## src/rtl/cavlc_blk_sched.sv

```systemverilog
// cavlc_blk_sched: walks a frame's macroblocks in raster order and each MB's 16 luma 4x4
// blocks in H.264 index order, issuing block coordinates under an in-flight limit.
module cavlc_blk_sched #(
   parameter int MAX_INFLIGHT = 2,
   parameter int CNT_W        = 3
) (
   input  logic        clk,
   input  logic        rst,
   input  logic        start,
   input  logic [5:0]  frame_w_mb,
   input  logic [5:0]  frame_h_mb,
   input  logic        cavlc_cnt_ready,
   input  logic        cavlc_enc_valid,
   input  logic        packer_ready,
   output logic        intra_valid,
   output logic [9:0]  topleft_x,
   output logic [9:0]  topleft_y,
   output logic        busy,
   output logic        frame_done,
   output logic [15:0] blk_done_cnt,
   output logic        err_underflow
);

   typedef enum logic [1:0] {
      IDLE  = 2'd0,
      RUN   = 2'd1,
      DRAIN = 2'd2
   } state_t;

   state_t           state, state_nxt;
   logic [5:0]       w_mb, w_mb_nxt;
   logic [5:0]       h_mb, h_mb_nxt;
   logic [5:0]       mb_x, mb_x_nxt;
   logic [5:0]       mb_y, mb_y_nxt;
   logic [3:0]       blk_idx, blk_idx_nxt;
   logic [CNT_W-1:0] inflight, inflight_nxt;
   logic             intra_valid_nxt;
   logic [9:0]       topleft_x_nxt, topleft_y_nxt;
   logic             frame_done_nxt;
   logic [15:0]      blk_done_cnt_nxt;
   logic             err_underflow_nxt;

   logic             xfer, retire, underflow_hit, room, last_blk;
   logic [5:0]       adv_mb_x, adv_mb_y;
   logic [3:0]       adv_blk;

   // Block index bits interleave as {y1,x1,y0,x0}, giving the Z-order walk inside an MB.
   function automatic logic [9:0] px_x(input logic [5:0] mb, input logic [3:0] blk);
      return {mb, blk[2], blk[0], 2'b00};
   endfunction

   function automatic logic [9:0] px_y(input logic [5:0] mb, input logic [3:0] blk);
      return {mb, blk[3], blk[1], 2'b00};
   endfunction

   assign xfer          = intra_valid && cavlc_cnt_ready;
   assign retire        = cavlc_enc_valid && packer_ready;
   assign underflow_hit = retire && (inflight == '0);
   assign busy          = (state != IDLE);
   assign last_blk      = (blk_idx == 4'd15) && (mb_x == w_mb - 6'd1) && (mb_y == h_mb - 6'd1);

   // A retire with nothing in flight is flagged and ignored so the counter stays at 0.
   always_comb begin
      inflight_nxt = inflight;
      case ({xfer, retire && !underflow_hit})
         2'b10:   inflight_nxt = inflight + CNT_W'(1);
         2'b01:   inflight_nxt = inflight - CNT_W'(1);
         default: inflight_nxt = inflight;
      endcase
   end

   assign room = (inflight_nxt < CNT_W'(MAX_INFLIGHT));

   always_comb begin
      adv_blk  = blk_idx + 4'd1;
      adv_mb_x = mb_x;
      adv_mb_y = mb_y;
      if (blk_idx == 4'd15) begin
         if (mb_x == w_mb - 6'd1) begin
            adv_mb_x = '0;
            adv_mb_y = mb_y + 6'd1;
         end else begin
            adv_mb_x = mb_x + 6'd1;
         end
      end
   end

   always_comb begin
      // NOTE: every *_nxt is given a default before the case so no path infers a latch.
      state_nxt         = state;
      w_mb_nxt          = w_mb;
      h_mb_nxt          = h_mb;
      mb_x_nxt          = mb_x;
      mb_y_nxt          = mb_y;
      blk_idx_nxt       = blk_idx;
      intra_valid_nxt   = intra_valid;
      topleft_x_nxt     = topleft_x;
      topleft_y_nxt     = topleft_y;
      frame_done_nxt    = 1'b0;
      blk_done_cnt_nxt  = retire ? blk_done_cnt + 16'd1 : blk_done_cnt;
      err_underflow_nxt = err_underflow | underflow_hit;

      case (state)
         IDLE: begin
            if (start) begin
               if ((frame_w_mb != 6'd0) && (frame_h_mb != 6'd0)) begin
                  w_mb_nxt         = frame_w_mb;
                  h_mb_nxt         = frame_h_mb;
                  mb_x_nxt         = '0;
                  mb_y_nxt         = '0;
                  blk_idx_nxt      = '0;
                  blk_done_cnt_nxt = '0;
                  intra_valid_nxt  = room;
                  topleft_x_nxt    = '0;
                  topleft_y_nxt    = '0;
                  state_nxt        = RUN;
               end else begin
                  frame_done_nxt = 1'b1;
               end
            end
         end

         RUN: begin
            if (xfer) begin
               if (last_blk) begin
                  intra_valid_nxt = 1'b0;
                  mb_x_nxt        = '0;
                  mb_y_nxt        = '0;
                  blk_idx_nxt     = '0;
                  state_nxt       = DRAIN;
               end else begin
                  // Coordinates track the next block even while the in-flight limit holds it back.
                  mb_x_nxt        = adv_mb_x;
                  mb_y_nxt        = adv_mb_y;
                  blk_idx_nxt     = adv_blk;
                  intra_valid_nxt = room;
                  topleft_x_nxt   = px_x(adv_mb_x, adv_blk);
                  topleft_y_nxt   = px_y(adv_mb_y, adv_blk);
               end
            end else if (!intra_valid) begin
               intra_valid_nxt = room;
               topleft_x_nxt   = px_x(mb_x, blk_idx);
               topleft_y_nxt   = px_y(mb_y, blk_idx);
            end
         end

         DRAIN: begin
            intra_valid_nxt = 1'b0;
            if (inflight_nxt == '0) begin
               frame_done_nxt = 1'b1;
               state_nxt      = IDLE;
            end
         end

         default: state_nxt = IDLE;
      endcase
   end

   always_ff @(posedge clk or posedge rst) begin
      if (rst) begin
         state <= IDLE;
      end else begin
         state <= state_nxt;
      end
   end

   // NOTE: sequential state uses non-blocking assignments so every register samples pre-edge values.
   always_ff @(posedge clk or posedge rst) begin
      if (rst) begin
         w_mb          <= '0;
         h_mb          <= '0;
         mb_x          <= '0;
         mb_y          <= '0;
         blk_idx       <= '0;
         inflight      <= '0;
         intra_valid   <= 1'b0;
         topleft_x     <= '0;
         topleft_y     <= '0;
         frame_done    <= 1'b0;
         blk_done_cnt  <= '0;
         err_underflow <= 1'b0;
      end else begin
         w_mb          <= w_mb_nxt;
         h_mb          <= h_mb_nxt;
         mb_x          <= mb_x_nxt;
         mb_y          <= mb_y_nxt;
         blk_idx       <= blk_idx_nxt;
         inflight      <= inflight_nxt;
         intra_valid   <= intra_valid_nxt;
         topleft_x     <= topleft_x_nxt;
         topleft_y     <= topleft_y_nxt;
         frame_done    <= frame_done_nxt;
         blk_done_cnt  <= blk_done_cnt_nxt;
         err_underflow <= err_underflow_nxt;
      end
   end

endmodule

```

## config.mk

```make
export PLATFORM = sky130hd
export DESIGN_NAME = cavlc_blk_sched
export DESIGN_NICKNAME = d
export VERILOG_FILES = /design/src/rtl/cavlc_blk_sched.sv
export SDC_FILE = /design/constraint.sdc
export NUM_CORES = 1
export LEC_CHECK = 0
export ABC_AREA = 1
export BUFFER_PORTS_ARGS = -buffer_cell sky130_fd_sc_hd__buf_4
export CORE_MARGIN = 2
export CORE_UTILIZATION = 58
export CTS_BUF_LIST = sky130_fd_sc_hd__clkbuf_2 sky130_fd_sc_hd__clkbuf_4 sky130_fd_sc_hd__clkbuf_8
export DETAILED_ROUTE_END_ITERATION = 6
export GPL_ROUTABILITY_DRIVEN = 0
export PLACE_DENSITY_LB_ADDON = 0.1
export SYNTH_ARGS = -nofsm -noshare
export SYNTH_HDL_FRONTEND = slang
export SYNTH_SLANG_ARGS = --single-unit
```

## constraint.sdc

```tcl
create_clock -name clk -period 3.3 [get_ports clk]
set_input_delay 0.99 -clock clk [delete_from_list [all_inputs] [get_ports clk]]
set_output_delay 0.99 -clock clk [all_outputs]
set_load 0.01 [all_outputs]
```

==> flow_results.xml <==
<?xml version="1.0" encoding="UTF-8"?>
<metrics>
  <group name="run_status">
    <metric name="run_status" unit="">completed</metric>
  </group>
  <group name="power_and_ir_drop">
    <metric name="pd_cells" unit="mW/mm²">709.0</metric>
    <metric name="power.leakage" unit="nW">2.496</metric>
    <metric name="vdd.ir_drop.worst" unit="mV">0.4579</metric>
  </group>
  <group name="grt">
    <metric name="initial_antenna_violation_count" unit="">0</metric>
    <metric name="grt_max_degree" unit="">69</metric>
    <metric name="grt-ovfl-total" unit="">0</metric>
    <metric name="grt_first_pass_wirelength" unit="µm">15900</metric>
    <metric name="grt_pass1_vias" unit="">3455</metric>
    <metric name="grt.total_usage" unit="%">26.51</metric>
  </group>
  <group name="cells_and_area">
    <metric name="antennaDiodeCount" unit="">0</metric>
    <metric name="finish.net_count" unit="">643</metric>
    <metric name="final_layout_size_suffix_gt1_share" unit="%">15.56</metric>
    <metric name="area_growth" unit="%">16.78</metric>
    <metric name="final_area" unit="mm²">0.004763</metric>
    <metric name="postLayoutCoreUtil" unit="%">70.11</metric>
  </group>
  <group name="place">
    <metric name="detailedPlace.worstSlack" unit="ps">248.6</metric>
    <metric name="area_of_placed_instances" unit="mm²">0.004567</metric>
    <metric name="place_hpwl" unit="µm">6891</metric>
    <metric name="io_buffers" unit="">53</metric>
  </group>
  <group name="routing">
    <metric name="drc_errors" unit="">0</metric>
    <metric name="detail_route.vias_per_cell" unit="">5.327</metric>
    <metric name="wl_per_cell" unit="µm">13.44</metric>
    <metric name="drtPass1Iterations" unit="">5</metric>
    <metric name="first_iter_violations" unit="">317</metric>
    <metric name="num_vias" unit="">3798</metric>
    <metric name="wl" unit="µm">9583</metric>
    <metric name="route.antenna.remaining_nets" unit="">0</metric>
  </group>
  <group name="clocking">
    <metric name="tritoncts" unit="">done</metric>
    <metric name="tritoncts.num_buffers" unit="">9</metric>
    <metric name="cts.clk_slew.worst_paths" unit="ps">80</metric>
    <metric name="clock_tree.htree_level_count" unit="">3</metric>
    <metric name="clk_latency" unit="ps">360</metric>
    <metric name="root_buffer" unit="">sky130_fd_sc_hd__clkbuf_8</metric>
    <metric name="cts.path.max_buffers" unit="">2</metric>
    <metric name="numClockSinks" unit="">68</metric>
    <metric name="post_cts.resized_instances" unit="">0</metric>
    <metric name="cts.hold.buffers_added" unit="">0</metric>
    <metric name="post-cts-setup-buffers" unit="">0</metric>
  </group>
  <group name="synth">
    <metric name="synthesis.area_per_instance" unit="µm²">7.376</metric>
    <metric name="synth.top_cell.area_share" unit="%">41.72</metric>
    <metric name="synth_area_leader_cell" unit="">sky130_fd_sc_hd__dfrtp_1</metric>
    <metric name="ys_seq_area_share" unit="%">41.72</metric>
    <metric name="synth_cells" unit="">553</metric>
    <metric name="mappedNetlistArea" unit="mm²">0.004079</metric>
    <metric name="postSynthRegisterBits" unit="">68</metric>
    <metric name="yosysUniqueCellTypes" unit="">36</metric>
    <metric name="leading_post_synthesis_cells_by_cell_area" unit="">sky130_fd_sc_hd__dfrtp_1 (42%), sky130_fd_sc_hd__nand2_1 (16%), sky130_fd_sc_hd__inv_1 (6.3%)</metric>
    <metric name="yosysWarnings" unit="">0</metric>
  </group>
  <group name="job">
    <metric name="cap_violations" unit="">0</metric>
  </group>
  <group name="die">
    <metric name="floorplan.core_area" unit="mm²">0.006794</metric>
    <metric name="dieArea" unit="mm²">0.007719</metric>
    <metric name="vert_die_dim" unit="µm">87.86</metric>
    <metric name="die_w" unit="µm">87.86</metric>
    <metric name="floorplan.io_pins" unit="">58</metric>
    <metric name="initial_utilization" unit="%">60.04</metric>
    <metric name="floorplan.rows" unit="">30</metric>
  </group>
  <group name="setup_path">
    <metric name="critPathKind" unit="">reg2reg</metric>
    <metric name="timing.critical_path.to_type" unit="">register</metric>
    <metric name="path_buf_inv" unit="">4</metric>
    <metric name="critical-path-top-delay-family" unit="">buffers and inverters</metric>
    <metric name="worstSetupStartpointType" unit="">register</metric>
    <metric name="cp_cell_sequence" unit="">inv_1 -&gt; ha_1 -&gt; inv_1 -&gt; o21ai_0 -&gt; inv_1 -&gt; nor2_1 -&gt; clkinv_1 -&gt; nand2_1 -&gt; o21ai_0</metric>
    <metric name="worstPathArrival" unit="ps">3130</metric>
    <metric name="critical-path-max-stage-delay" unit="ps">620</metric>
    <metric name="cp_data_required_time" unit="ps">3530</metric>
    <metric name="timing.critical_path.mode_cell" unit="">sky130_fd_sc_hd__inv_1</metric>
    <metric name="worst_path_max_delay_cell" unit="">sky130_fd_sc_hd__nor2_1</metric>
    <metric name="timing.critical_path.fanout_max" unit="">12</metric>
  </group>
  <group name="timing">
    <metric name="timing.final.hold_violations" unit="">0</metric>
    <metric name="postLayoutSetupSlackWorst" unit="ps">405.6</metric>
    <metric name="setup_violations" unit="">0</metric>
    <metric name="final.min_clock_period" unit="ps">2894</metric>
    <metric name="fmaxAchievable" unit="MHz">345.5</metric>
    <metric name="slew_headroom" unit="%">45.89</metric>
    <metric name="final_setup_skew" unit="ps">13.21</metric>
    <metric name="final.period_utilization" unit="%">87.71</metric>
    <metric name="setup-tns-final" unit="ps">0</metric>
    <metric name="worst-slew-pin-transition" unit="ps">808.7</metric>
    <metric name="setup_repair_after_global_routing_missed_its_margin" unit="">false</metric>
    <metric name="timing_max_transition_violations_final" unit="">0</metric>
  </group>
  <group name="hold_path">
    <metric name="min_path_type" unit="">reg2reg</metric>
  </group>
</metrics>
==> power by group <==
part	internal, W	leakage [nW]	switching [W]	total (W)
Clock	0.000357	0.0996	0.000335	0.000692
Combinational	0.000519	1.49	0.000999	0.00152
Sequential	0.00102	0.908	0.000149	0.00117
==> cell type report <==
cell class | instances | area (µm²)
clock buffers | 10 | 131.4
clock inverters | 6 | 65.06
fillers | 574 | 2031
inverters | 75 | 282.8
multi-input cells | 401 | 2022
flip-flops and latches | 68 | 1702
well taps | 96 | 120.1
repair buffers | 57 | 440.4
==> synthesized netlist by cell type <==
cell type	count
sky130_fd_sc_hd__nand2_1	179
sky130_fd_sc_hd__inv_1	69
sky130_fd_sc_hd__dfrtp_1	68
sky130_fd_sc_hd__nor2_1	48
sky130_fd_sc_hd__o21ai_0	41
sky130_fd_sc_hd__nand3_1	27
sky130_fd_sc_hd__nand4_1	19
sky130_fd_sc_hd__ha_1	12
sky130_fd_sc_hd__xor2_1	11
sky130_fd_sc_hd__a21oi_1	10
sky130_fd_sc_hd__nand3_2	10
sky130_fd_sc_hd__xnor2_1	10
sky130_fd_sc_hd__nor3_1	7
sky130_fd_sc_hd__o22ai_1	5
sky130_fd_sc_hd__buf_4	4
sky130_fd_sc_hd__clkbuf_1	4
sky130_fd_sc_hd__buf_6	3
sky130_fd_sc_hd__clkinv_1	3
sky130_fd_sc_hd__nand2_2	3
sky130_fd_sc_hd__or2_2	3
sky130_fd_sc_hd__inv_2	2
sky130_fd_sc_hd__a211oi_1	1
sky130_fd_sc_hd__a22oi_1	1
sky130_fd_sc_hd__a31oi_1	1
sky130_fd_sc_hd__a41o_1	1
sky130_fd_sc_hd__buf_2	1
sky130_fd_sc_hd__clkinv_2	1
sky130_fd_sc_hd__conb_1	1
sky130_fd_sc_hd__fa_1	1
sky130_fd_sc_hd__nor2_2	1
sky130_fd_sc_hd__nor2_4	1
sky130_fd_sc_hd__nor3b_1	1
sky130_fd_sc_hd__nor4_1	1
sky130_fd_sc_hd__nor4_2	1
sky130_fd_sc_hd__o211ai_1	1
sky130_fd_sc_hd__o21ai_1	1
==> flip-flops by register name, indices dropped and copies added (netlist names) <==
name,flops
blk_done_cnt,16
blk_idx,4
err_underflow,1
frame_done,1
h_mb,6
inflight,3
intra_valid,1
mb_x,6
mb_y,6
state,2
topleft_x,8
topleft_y,8
w_mb,6
==> final timing paths <==
kind | startpoint | end | slack (ps) | cells past startpoint
max | state[1] | mb_x[4] | 410 | 9
min | topleft_y[7] | topleft_y[7] | 490 | 2
max reg2reg | state[1] | mb_x[4] | 410 | 9
min reg2reg | topleft_y[7] | topleft_y[7] | 490 | 2
max in group asynchronous | rst | state[0] | 2280 | 3
min in group asynchronous | rst | err_underflow | 680 | 3
==> worst register-to-register path, delay by kind of cell (launching register included) <==
kind | cells | cell delay, ps
buffers and inverters | 4 | 910
AND/OR/NAND/NOR | 2 | 780
flip-flops | 1 | 410
adder cells (fa/ha/maj) | 1 | 390
AO/OA/AOI/OAI | 2 | 300
==> metrics by stage <==
stage | hold WS, ps | cells | power, W
6_report | 487.2 | 713 | 0.003377
5_1_grt | 502.7 | 713 | 0.003652
4_1_cts | 490.6 | 713 | 0.003380
3_5_place_dp | 470.4 | 697 | 0.002682
3_3_place_gp | 464.1 | 697 | 0.002635
2_1_floorplan | 466.5 | 556 | 0.002282
==> layer usage <==
layer  track usage, %  wire length [µm]
met5                0                 0
met4            9.930               168
met3            5.467               467
met2            40.98              4539
met1            37.03              4408
==> kinds of logic (layout without fill, tap and decap cells) <==
family / Yosys count / count (layout) / synth area share (%)
buf+inv: 87 / 148 / 8.987
simple gates: 301 / 301 / 32.42
fa+ha+maj: 13 / 13 / 4.172
other cells: 1 / 4 / 0.09194
compound gates: 62 / 62 / 8.098
xor+xnor: 21 / 21 / 4.509
flops: 68 / 68 / 41.72
==> placed cells by master (no fill, tap or decap), types with 2 or more instances in the layout <==
cell type,Yosys,routed
sky130_fd_sc_hd__clkinv_1,3,3
sky130_fd_sc_hd__inv_1,69,68
sky130_fd_sc_hd__clkinv_4,0,2
sky130_fd_sc_hd__or2_2,3,3
sky130_fd_sc_hd__inv_2,2,3
sky130_fd_sc_hd__clkinv_2,1,3
sky130_fd_sc_hd__nand3_1,27,27
sky130_fd_sc_hd__o21ai_0,41,41
sky130_fd_sc_hd__nand4_1,19,19
sky130_fd_sc_hd__ha_1,12,12
sky130_fd_sc_hd__nor2_1,48,48
sky130_fd_sc_hd__a21oi_1,10,10
sky130_fd_sc_hd__nand3_2,10,10
sky130_fd_sc_hd__clkbuf_8,0,9
sky130_fd_sc_hd__o22ai_1,5,5
sky130_fd_sc_hd__buf_4,4,56
sky130_fd_sc_hd__dfrtp_1,68,68
sky130_fd_sc_hd__conb_1,1,4
sky130_fd_sc_hd__xnor2_1,10,10
sky130_fd_sc_hd__nand2_1,179,179
sky130_fd_sc_hd__nand2_2,3,3
sky130_fd_sc_hd__nor3_1,7,7
sky130_fd_sc_hd__xor2_1,11,11
(Power assumes the default switching activity.)
